<file path="src/rtl/dma_2d_pkg.sv">
`default_nettype none
// ============================================================================
// Module      : dma_2d_pkg
// Description : Shared types and constants for the 2D DMA descriptor scheduler
// Revision    : 1.0 - initial release
// ============================================================================
package dma_2d_pkg;

    localparam int c_WDOG_W     = 32;
    localparam int c_DONE_CNT_W = 16;
    localparam int c_ERR_W      = 2;
    localparam int c_ERR_WDOG   = 0;
    localparam int c_ERR_REJ    = 1;

    typedef enum logic [2:0] {
        ST_IDLE   = 3'd0,
        ST_LOAD   = 3'd1,
        ST_START  = 3'd2,
        ST_WAIT   = 3'd3,
        ST_RETIRE = 3'd4,
        ST_ERROR  = 3'd5
    } state_e;

    // The watchdog must never wrap back to zero and hide a hung engine.
    function automatic logic [c_WDOG_W-1:0] sat_inc(input logic [c_WDOG_W-1:0] v);
        return (&v) ? v : v + 1'b1;
    endfunction

endpackage : dma_2d_pkg
`default_nettype wire

</file>
<file path="src/rtl/dma_2d_desc_fifo.sv">
`default_nettype none
// ============================================================================
// Module      : dma_2d_desc_fifo
// Description : Synchronous descriptor FIFO with wrap-bit pointers and level
// Revision    : 1.0 - initial release
// ============================================================================
module dma_2d_desc_fifo #(
    parameter int WIDTH = 160,
    parameter int DEPTH = 4
) (
    input  logic                     ACLK,
    input  logic                     ARESETN,
    input  logic                     i_push,
    input  logic [WIDTH-1:0]         i_wdata,
    input  logic                     i_pop,
    output logic [WIDTH-1:0]         o_rdata,
    output logic                     o_full,
    output logic                     o_empty,
    output logic [$clog2(DEPTH):0]   o_level
);

    localparam int AW = $clog2(DEPTH);

    logic [AW:0]      wr_ptr_q, wr_ptr_d;
    logic [AW:0]      rd_ptr_q, rd_ptr_d;
    logic [WIDTH-1:0] mem_q [DEPTH];
    logic             w_do_push;
    logic             w_do_pop;

    assign o_empty   = (wr_ptr_q == rd_ptr_q);
    assign o_full    = (wr_ptr_q[AW] != rd_ptr_q[AW]) &&
                       (wr_ptr_q[AW-1:0] == rd_ptr_q[AW-1:0]);
    assign o_level   = wr_ptr_q - rd_ptr_q;
    assign o_rdata   = mem_q[rd_ptr_q[AW-1:0]];
    assign w_do_push = i_push && !o_full;
    assign w_do_pop  = i_pop && !o_empty;

    always_comb begin
        wr_ptr_d = wr_ptr_q;
        rd_ptr_d = rd_ptr_q;
        if (w_do_push) wr_ptr_d = wr_ptr_q + 1'b1;
        if (w_do_pop)  rd_ptr_d = rd_ptr_q + 1'b1;
    end

    always_ff @(posedge ACLK or negedge ARESETN) begin
        if (!ARESETN) begin
            wr_ptr_q <= '0;
            rd_ptr_q <= '0;
        end else begin
            wr_ptr_q <= wr_ptr_d;
            rd_ptr_q <= rd_ptr_d;
        end
    end

    // Storage needs no reset: the pointers alone define what is valid.
    always_ff @(posedge ACLK) begin
        if (w_do_push) mem_q[wr_ptr_q[AW-1:0]] <= i_wdata;
    end

endmodule : dma_2d_desc_fifo
`default_nettype wire

</file>
<file path="src/rtl/dma_2d_desc_sched.sv">
`default_nettype none
// ============================================================================
// Module      : dma_2d_desc_sched
// Description : Queues 2D DMA descriptors and launches them one at a time
// Revision    : 1.0 - initial release
// ============================================================================
module dma_2d_desc_sched
    import dma_2d_pkg::*;
#(
    parameter int          QUEUE_DEPTH = 4,
    parameter int          ADDR_WIDTH  = 32,
    parameter int          DIM_WIDTH   = 32,
    parameter int unsigned WDOG_CYCLES = 1048576
) (
    input  logic                           ACLK,
    input  logic                           ARESETN,
    input  logic                           i_desc_valid,
    output logic                           o_desc_ready,
    input  logic [ADDR_WIDTH-1:0]          i_desc_src,
    input  logic [ADDR_WIDTH-1:0]          i_desc_dst,
    input  logic [DIM_WIDTH-1:0]           i_desc_width,
    input  logic [DIM_WIDTH-1:0]           i_desc_height,
    input  logic [DIM_WIDTH-1:0]           i_desc_stride,
    input  logic                           i_enable,
    input  logic                           i_clear_err,
    output logic                           o_dma_start,
    output logic [ADDR_WIDTH-1:0]          o_src_addr,
    output logic [ADDR_WIDTH-1:0]          o_dst_addr,
    output logic [DIM_WIDTH-1:0]           o_img_width,
    output logic [DIM_WIDTH-1:0]           o_img_height,
    output logic [DIM_WIDTH-1:0]           o_img_stride,
    input  logic                           i_dma_done,
    output logic                           o_busy,
    output logic [$clog2(QUEUE_DEPTH):0]   o_q_level,
    output logic [15:0]                    o_done_cnt,
    output logic                           o_irq,
    output logic [1:0]                     o_err
);

    localparam int c_DESC_W  = 2*ADDR_WIDTH + 3*DIM_WIDTH;
    localparam int c_OFS_DST = 3*DIM_WIDTH;
    localparam int c_OFS_SRC = 3*DIM_WIDTH + ADDR_WIDTH;
    localparam logic [c_WDOG_W-1:0] c_WDOG_LIMIT = c_WDOG_W'(WDOG_CYCLES);
    localparam logic                c_WDOG_EN    = (WDOG_CYCLES != 0);

    state_e                  state_q, state_d;
    logic                    done_q, done_d;
    logic [c_WDOG_W-1:0]     wdog_q, wdog_d;
    logic [ADDR_WIDTH-1:0]   src_q, src_d, dst_q, dst_d;
    logic [DIM_WIDTH-1:0]    width_q, width_d, height_q, height_d, stride_q, stride_d;
    logic                    start_q, start_d;
    logic                    irq_q, irq_d;
    logic                    busy_q, busy_d;
    logic [c_DONE_CNT_W-1:0] done_cnt_q, done_cnt_d;
    logic [c_ERR_W-1:0]      err_q, err_d;

    logic                    w_full, w_empty, w_pop, w_take, w_dims_ok, w_push, w_reject;
    logic [c_DESC_W-1:0]     w_wdata, w_head;

    assign w_take    = i_desc_valid && !w_full;
    assign w_dims_ok = (i_desc_width != '0) && (i_desc_height != '0);
    assign w_push    = w_take && w_dims_ok;
    assign w_reject  = w_take && !w_dims_ok;
    assign w_wdata   = {i_desc_src, i_desc_dst, i_desc_width, i_desc_height, i_desc_stride};

    dma_2d_desc_fifo #(
        .WIDTH (c_DESC_W),
        .DEPTH (QUEUE_DEPTH)
    ) u_fifo (
        .ACLK    (ACLK),
        .ARESETN (ARESETN),
        .i_push  (w_push),
        .i_wdata (w_wdata),
        .i_pop   (w_pop),
        .o_rdata (w_head),
        .o_full  (w_full),
        .o_empty (w_empty),
        .o_level (o_q_level)
    );

    always_comb begin
        state_d    = state_q;
        done_d     = i_dma_done;
        wdog_d     = wdog_q;
        src_d      = src_q;
        dst_d      = dst_q;
        width_d    = width_q;
        height_d   = height_q;
        stride_d   = stride_q;
        err_d      = err_q;
        w_pop      = 1'b0;
        // Pulses are registered off the current state, landing one cycle later.
        start_d    = (state_q == ST_LOAD);
        irq_d      = (state_q == ST_RETIRE);
        done_cnt_d = irq_d ? done_cnt_q + 1'b1 : done_cnt_q;

        if (i_clear_err) err_d = '0;
        if (w_reject)    err_d[c_ERR_REJ] = 1'b1;

        case (state_q)
            ST_IDLE: begin
                if (i_enable && !w_empty && (err_q == '0)) state_d = ST_LOAD;
            end
            ST_LOAD: begin
                w_pop    = 1'b1;
                src_d    = w_head[c_OFS_SRC +: ADDR_WIDTH];
                dst_d    = w_head[c_OFS_DST +: ADDR_WIDTH];
                width_d  = w_head[2*DIM_WIDTH +: DIM_WIDTH];
                height_d = w_head[DIM_WIDTH +: DIM_WIDTH];
                stride_d = w_head[0 +: DIM_WIDTH];
                state_d  = ST_START;
            end
            ST_START: begin
                wdog_d  = '0;
                state_d = ST_WAIT;
            end
            ST_WAIT: begin
                // Only a fresh rising edge counts; a level left over from a
                // previous transfer must not retire this one.
                if (i_dma_done && !done_q) begin
                    state_d = ST_RETIRE;
                end else if (c_WDOG_EN && (wdog_q == c_WDOG_LIMIT)) begin
                    err_d[c_ERR_WDOG] = 1'b1;
                    state_d           = ST_ERROR;
                end else begin
                    wdog_d = sat_inc(wdog_q);
                end
            end
            ST_RETIRE: begin
                state_d = ST_IDLE;
            end
            ST_ERROR: begin
                if (i_clear_err) state_d = ST_IDLE;
            end
            default: begin
                state_d = ST_IDLE;
            end
        endcase

        busy_d = (state_d != ST_IDLE) && (state_d != ST_ERROR);
    end

    always_ff @(posedge ACLK or negedge ARESETN) begin
        if (!ARESETN) begin
            state_q    <= ST_IDLE;
            done_q     <= 1'b0;
            wdog_q     <= '0;
            src_q      <= '0;
            dst_q      <= '0;
            width_q    <= '0;
            height_q   <= '0;
            stride_q   <= '0;
            start_q    <= 1'b0;
            irq_q      <= 1'b0;
            busy_q     <= 1'b0;
            done_cnt_q <= '0;
            err_q      <= '0;
        end else begin
            state_q    <= state_d;
            done_q     <= done_d;
            wdog_q     <= wdog_d;
            src_q      <= src_d;
            dst_q      <= dst_d;
            width_q    <= width_d;
            height_q   <= height_d;
            stride_q   <= stride_d;
            start_q    <= start_d;
            irq_q      <= irq_d;
            busy_q     <= busy_d;
            done_cnt_q <= done_cnt_d;
            err_q      <= err_d;
        end
    end

    assign o_desc_ready = !w_full;
    assign o_dma_start  = start_q;
    assign o_src_addr   = src_q;
    assign o_dst_addr   = dst_q;
    assign o_img_width  = width_q;
    assign o_img_height = height_q;
    assign o_img_stride = stride_q;
    assign o_busy       = busy_q;
    assign o_done_cnt   = done_cnt_q;
    assign o_irq        = irq_q;
    assign o_err        = err_q;

endmodule : dma_2d_desc_sched
`default_nettype wire

</file>
<file path="config.mk">
export PLATFORM = sky130hd
export DESIGN_NAME = dma_2d_desc_sched
export DESIGN_NICKNAME = d
export VERILOG_FILES = /design/src/rtl/dma_2d_pkg.sv /design/src/rtl/dma_2d_desc_fifo.sv /design/src/rtl/dma_2d_desc_sched.sv
export SDC_FILE = /design/constraint.sdc
export NUM_CORES = 1
export LEC_CHECK = 0
export ABC_AREA = 1
export BUFFER_PORTS_ARGS = -buffer_cell sky130_fd_sc_hd__buf_4
export CAP_MARGIN = 20
export CORE_AREA = 2 2 167 332
export CTS_CLUSTER_DIAMETER = 60
export DETAILED_ROUTE_END_ITERATION = 10
export DIE_AREA = 0 0 169 334
export PLACE_DENSITY = 0.84
export RECOVER_POWER = 25
export SYNTH_ARGS = -nofsm -noshare
export SYNTH_HDL_FRONTEND = slang
export SYNTH_SLANG_ARGS = --single-unit
</file>
<file path="constraint.sdc">
create_clock -name ACLK -period 20.2 [get_ports ACLK]
set_input_delay 4.04 -clock ACLK [delete_from_list [all_inputs] [get_ports ACLK]]
set_output_delay 4.04 -clock ACLK [all_outputs]
set_load 0.01 [all_outputs]
</file>
==> results.cfg, run 1 <==
[logic_synthesis]
yosysSeqAreaShare = 0.7377
ys_ff_latch = 863
syn_area_per_cell_um2 = 13.34
syn_inst = 2520
synth_area_leaders = edfxtp_1 (57%), dfrtp_1 (17%), mux2_2 (5.4%), nor2_1 (5.1%), o21ai_0 (4.9%)
syn_area_um2 = 33610
netlist.area_leader.share = 0.5717
synth-main-ff-cell = edfxtp_1
ys_types = 33
synth.cells.most_frequent = edfxtp_1 (640), nor2_1 (457), o21ai_0 (328), dfrtp_1 (223), nand2_1 (214)
synth_edf_count = 640
syn-num-nets = 2697
async_reset_ff_frac = 0.2584
yosysWarnings = 0
synth_area_leader_cell = edfxtp_1
yosysMostFrequentCell = edfxtp_1

[timing]
fmax_ghz = 0.09318
fin_crit_sh = 0.5313
fin_crit_ns = 10.73
slew_violations = 470
finalSetupViolations = 0
setup_tns_ns = 0
hold_viol = 0
hold_slack_ns = 0.4977
maxSlewHeadroom = -1.898
worstMarginPinSlew_ns = 4.347
rsz0062_at_grt = false
fin_skew_ns = 0.01966

[detailed_routing]
first_pass_iters = 5
routedWlPerCell_um = 23.64
drt_wl_total_um = 84670
avgViaCountPerCell = 6.082
first_iter_violations = 2078
ant_nets = 0
drc = 0
num_vias = 21787

[clock_network]
cts.clk_slew.worst_paths_ns = 0.06
tritoncts = built
cts_resized = 0
clock_sinks = 863
holdBufCountCts = 0
postCtsSetupRepairBufs = 0
cts_buffers = 73
clk_path_buf_depth = 3
htree_levels = 3
cts-root-buf = clkbuf_16
clock_latency_ns = 0.62

[power]
internal-power_uw = 4026
peakVddDrop_mv = 0.1149
powerDensity_nw_per_um2 = 154.5
power_frac_clock = 0.249
p_comb_frac = 0.314
switching_share = 0.3309
p_seq_frac = 0.438
power.total_uw = 6017
switching_power_uw = 1991
p_leak_uw = 0.01418

[place]
gp_congestion = 0.9601
io_buffers = 350
dp_hpwl_um = 50790

[setup_path]
critPathKind = flop to flop
worstPathMaxFanout = 147
end_kind = flop
critPathRequiredTime_ns = 20.69
setup.worst_path.start_class = flop
critPathArrivalTime_ns = 11.22

[run_status]
status = complete, but fails checks
violations = max-capacitance violations, max-slew violations

[finish]
final_layout_size_suffix_gt1_frac = 0.2001
fin_nets = 3017
area_delta_synth_final_pct = 15.87

[die]
fp.dieH_um = 334
num_rows = 121
initial_core_util = 0.6202
die_w_um = 169
die_area_um2 = 56450
core-area_um2 = 54200
io-pin-count = 351

[global_routing]
antenna_found_initial = 7
grt_pass1_vias = 22836
grt.overflow.total = 0
grt_first_pass_wirelength_um = 127300
grt_max_degree = 154
grt.total_usage = 0.2983

[run]
drv_cap = 5

[min_path]
hp-class = flop to flop
per-layer routing:
| layer | up-vias | GRT usage | wire (µm) |
|---|---|---|---|
| met5 | - | 0 | 0 |
| met4 | 0 | 0.1789 | 4822 |
| met3 | 223 | 0.05976 | 6160 |
| met2 | 1026 | 0.5270 | 44700 |
| met1 | 10850 | 0.3309 | 28980 |
| li1 | 9688 | - | - |
path summary, 6_finish.rpt:
path                               startpoint                 end  slack [ns]  cells after the start
hold / removal             u_fifo.rd_ptr_q[2]  u_fifo.rd_ptr_q[2]        0.50                      1
max in group asynchronous             ARESETN  u_fifo.rd_ptr_q[1]       15.34                      2
setup reg to reg           u_fifo.rd_ptr_q[0]    o_img_height[30]        9.47                      5
min in group asynchronous             ARESETN      o_done_cnt[11]        3.40                      1
hold reg to reg            u_fifo.rd_ptr_q[2]  u_fifo.rd_ptr_q[2]        0.50                      1
setup / recovery           u_fifo.rd_ptr_q[0]    o_img_height[30]        9.47                      5
power by group through the flow:
stage	combinational, µW	sequential, µW	clock (µW)
CTS	1880	2630	1510
floorplan	1070	2730	0
global placement	1770	2630	0
detailed placement	1860	2660	0
global route	2050	2670	1580
finish	1890	2630	1500
flip-flops by register name, summed over array words and instances, names as in the netlist:
register	cells
o_done_cnt	16
o_img_stride	32
o_img_height	32
state_q	3
done_q	1
o_img_width	32
u_fifo.wr_ptr_q	3
o_err	2
o_dst_addr	32
o_dma_start	1
u_fifo.mem_q	640
wdog_q	32
o_busy	1
o_irq	1
o_src_addr	32
u_fifo.rd_ptr_q	3
stage by stage:
step | cells | worst slack [ns] | area (µm²) | utilization
floorplan | 2520 | 8.365 | 33610 | -
global placement | 3440 | 12.59 | 36760 | 0.6783
detailed placement | 3441 | 12.84 | 36780 | 0.6786
CTS | 3575 | 13.33 | 39330 | 0.7256
global route | 3582 | 8.497 | 38950 | 0.7186
finish | 3582 | 9.469 | 38950 | 0.7186
cells in the final DEF (no fill, tap or decap), types with 6 or more instances in the layout:
master	count
bufinv_16	13
clkinv_1	9
edfxtp_1	640
nand3_1	51
inv_1	51
o21ai_2	8
diode_2	7
o21ai_0	330
clkbuf_16	76
dfrtp_1	222
nand2_1	216
o22ai_1	160
clkinv_2	9
nor2_4	6
nor2_1	460
xor2_1	10
ha_1	10
mux2_2	150
clkbuf_1	110
xnor2_1	16
buf_4	281
mux2_1	10
o21ai_1	11
nand2_2	10
cells by family after synthesis:
logic type                 synth area share
DFF                                  0.7377
AOI/OAI and AO/OA                   0.08338
muxes                               0.05360
buffers and inverters               0.02382
and+or+nand+nor                     0.09037
xor gates and xnor gates           0.006774
adders and majority gates          0.004318
layout make-up:
type	instances	area, µm²
diodes	7	17.52
inverters	55	210.2
multi-input cells	1470	8013
well taps	676	845.8
flip-flops and latches	863	24800
fillers	3523	15250
clock inverters	37	525.5
clock buffers	97	2021
repair buffers	377	2514
worst max-delay path, cell delays in order, from the launching register on:
cell	delay (ns)
dfrtp_1	2.15
clkinvlp_2	4.81
clkbuf_1	2.18
o21ai_0	0.80
o22ai_1	0.21
mux2_2	0.30
No activity file was read; power rests on OpenSTA's default activity.
==> run 2, diff against run 1 <==
--- a/config.mk
+++ b/config.mk
@@ -8,11 +8,11 @@
 export ABC_AREA = 1
 export BUFFER_PORTS_ARGS = -buffer_cell sky130_fd_sc_hd__buf_4
 export CAP_MARGIN = 20
-export CORE_AREA = 2 2 167 332
+export CORE_AREA = 2 2 182 362
 export CTS_CLUSTER_DIAMETER = 60
 export DETAILED_ROUTE_END_ITERATION = 10
-export DIE_AREA = 0 0 169 334
-export PLACE_DENSITY = 0.84
+export DIE_AREA = 0 0 184 364
+export PLACE_DENSITY = 0.75
 export RECOVER_POWER = 25
 export SYNTH_ARGS = -nofsm -noshare
 export SYNTH_HDL_FRONTEND = slang
==> constraint.sdc (replaced) <==
create_clock -name ACLK -period 8.65 [get_ports ACLK]
set_input_delay 1.73 -clock ACLK [delete_from_list [all_inputs] [get_ports ACLK]]
set_output_delay 1.73 -clock ACLK [all_outputs]
set_load 0.01 [all_outputs]
==> run 2 against run 1 <==
Effect of this change: the flow still finishes with violations (max-capacitance violations, max-slew violations); clock-buffer cell count increased by 11; sequential power increased by 130%; largest cell class unchanged; non-clock buffer count fell by 2; via count decreased by 3.8%; register-to-register slack worse by 4.8 ns; global-route usage decreased by 6.4 points; critical endpoint is now u_fifo.rd_ptr_q[0]; sequential share of layout area fell by 0.24 points; first-iteration DRC count fell by 25%; worst setup slack lost 5.2 ns; final area is 0.39% higher; clock power increased by 130%.
==> results.cfg, run 2 (synthesis gave the netlist of run 1 again) <==
[run_status]
status = complete, but fails checks
violations = max-capacitance violations, max-slew violations

[global_routing]
antenna_found_initial = 23
grt_first_pass_wirelength_um = 119800
grt_max_degree = 158
grt.total_usage = 0.2346
grt.overflow.total = 0
grt_pass1_vias = 20952

[min_path]
hp-class = flop to flop
min_from = u_fifo.rd_ptr_q[2]
whs_endpoint = u_fifo.rd_ptr_q[2]
hold_depth = 1

[finish]
multi_input_area_um2 = 8035
area_delta_synth_final_pct = 16.32
layout_commonest_cell = edfxtp_1
num-fill-cells = 4935
ff_latch_area_um2 = 24810
fin_nets = 3016
largest_reg_flops = 640
final_layout_size_suffix_gt1_frac = 0.1988
final_cell_mix = edfxtp_1 (640), nor2_1 (456), o21ai_0 (328)

[setup_path]
cp_num_buf_inv = 2
reg2regPathDepth = 9
path_depth = 2
max_stage_delay_ns = 2.14
critPathRequiredTime_ns = 9.15
cp_cell_sequence = clkbuf_1, buf_4
critPathKind = input pin to async pin
setup.worst_path.start_class = input pin
crit_family = buffers and inverters
worstPathMaxFanout = 61
critPathArrivalTime_ns = 4.89
rr_endpoint = u_fifo.mem_q[2][117]
reg2reg_from = u_fifo.rd_ptr_q[1]
end_kind = async pin
r2r_slack_ns = 4.62
slowest_stage = clkbuf_1

[clock_network]
holdBufCountCts = 0
cts-root-buf = clkbuf_16
cts.clk_slew.worst_paths_ns = 0.06
tritoncts = built
htree_levels = 3
clock_sinks = 863
postCtsSetupRepairBufs = 0
clk_path_buf_depth = 3
cts_buffers = 74
cts_resized = 0
clock_latency_ns = 0.60

[die]
die_area_um2 = 66980
core-area_um2 = 64410
die_w_um = 184
num_rows = 132
initial_core_util = 0.5219
fp.dieH_um = 364
io-pin-count = 351

[detailed_routing]
routedWlPerCell_um = 21.26
drc = 0
ant_nets = 0
first_iter_violations = 1559
first_pass_iters = 5
drt_wl_total_um = 78850
avgViaCountPerCell = 5.655
num_vias = 20969

[timing]
setup_tns_ns = 0
fin_crit_sh = 0.5065
hold_viol = 0
finalSetupViolations = 0
fin_skew_ns = 0.02035
maxSlewHeadroom = -1.048
worst_slack_ns = 4.269
fmax_ghz = 0.2283
slew_violations = 50
rsz0062_at_grt = false
worstMarginPinSlew_ns = 3.072
fin_crit_ns = 4.381

[run]
drv_cap = 1

[power]
peakVddDrop_mv = 0.2622
p_leak_uw = 0.01411
powerDensity_nw_per_um2 = 354.9

[place]
io_buffers = 350
pre_cts_ws_ns = 3.441
dp_hpwl_um = 46440
gp_congestion = 0.9170
run 2: where the power goes:
| group | internal (µW) | switching [µW] | leakage [µW] |
|---|---|---|---|
| combinational | 1670 | 2640 | 0.00428 |
| clock | 2030 | 1430 | 0.00124 |
| sequential | 5630 | 481 | 0.00858 |
run 2: area by class of cell:
type,count,area share
Inverter,55,0.005536
Clock buffer,108,0.05594
Timing Repair Buffer,375,0.06298
Multi-Input combinational cell,1470,0.2055
Tap cell,804,0.02573
Antenna cell,7,0.0004480
Sequential cell,863,0.6344
Clock inverter,26,0.009440
run 2: metal layers:
metal | part of all wire | GRT usage
met2 | 0.47 | 0.3748
met5 | 0.0027 | 0
met3 | 0.10 | 0.08472
met4 | 0.024 | 0.07451
met1 | 0.40 | 0.3002
run 2: how the worst max path moves through the flow:
| stage | startpoint | to | slack (ns) |
|---|---|---|---|
| 2_1_floorplan | i_desc_width[23] | u_fifo.mem_q[0][0] | -0.87 |
| 3_3_place_gp | i_desc_width[31] | u_fifo.mem_q[1][106] | 3.56 |
| 6_report | ARESETN | u_fifo.rd_ptr_q[0] | 4.27 |
| 5_1_grt | ARESETN | u_fifo.rd_ptr_q[0] | 3.63 |
| 4_1_cts | u_fifo.rd_ptr_q[1] | u_fifo.mem_q[1][117] | 4.04 |
| 3_5_place_dp | i_desc_width[30] | u_fifo.mem_q[1][98] | 3.44 |
run 2: worst reg2reg max path: stages, from the launching register on:
cell and delay (ns):
dfrtp_4 0.75, inv_4 0.34, ha_1 0.41, nand3_1 0.11
nand2_1 0.07, inv_1 0.08, nand3_1 0.42, nor2_4 0.40
buf_12 0.26, buf_12 0.61
run 2: through the flow:
step,util,cell area (µm²),hold WS [ns],total power (µW),cells
detailed placement,0.5734,36940,0.4959,10520,3565
global placement,0.5734,36940,0.4724,10380,3565
global route,0.6070,39100,0.5240,14610,3706
finish,0.6070,39100,0.5009,13880,3708
floorplan,-,33610,0.4654,8863,2520
CTS,0.6131,39490,0.5044,13990,3699
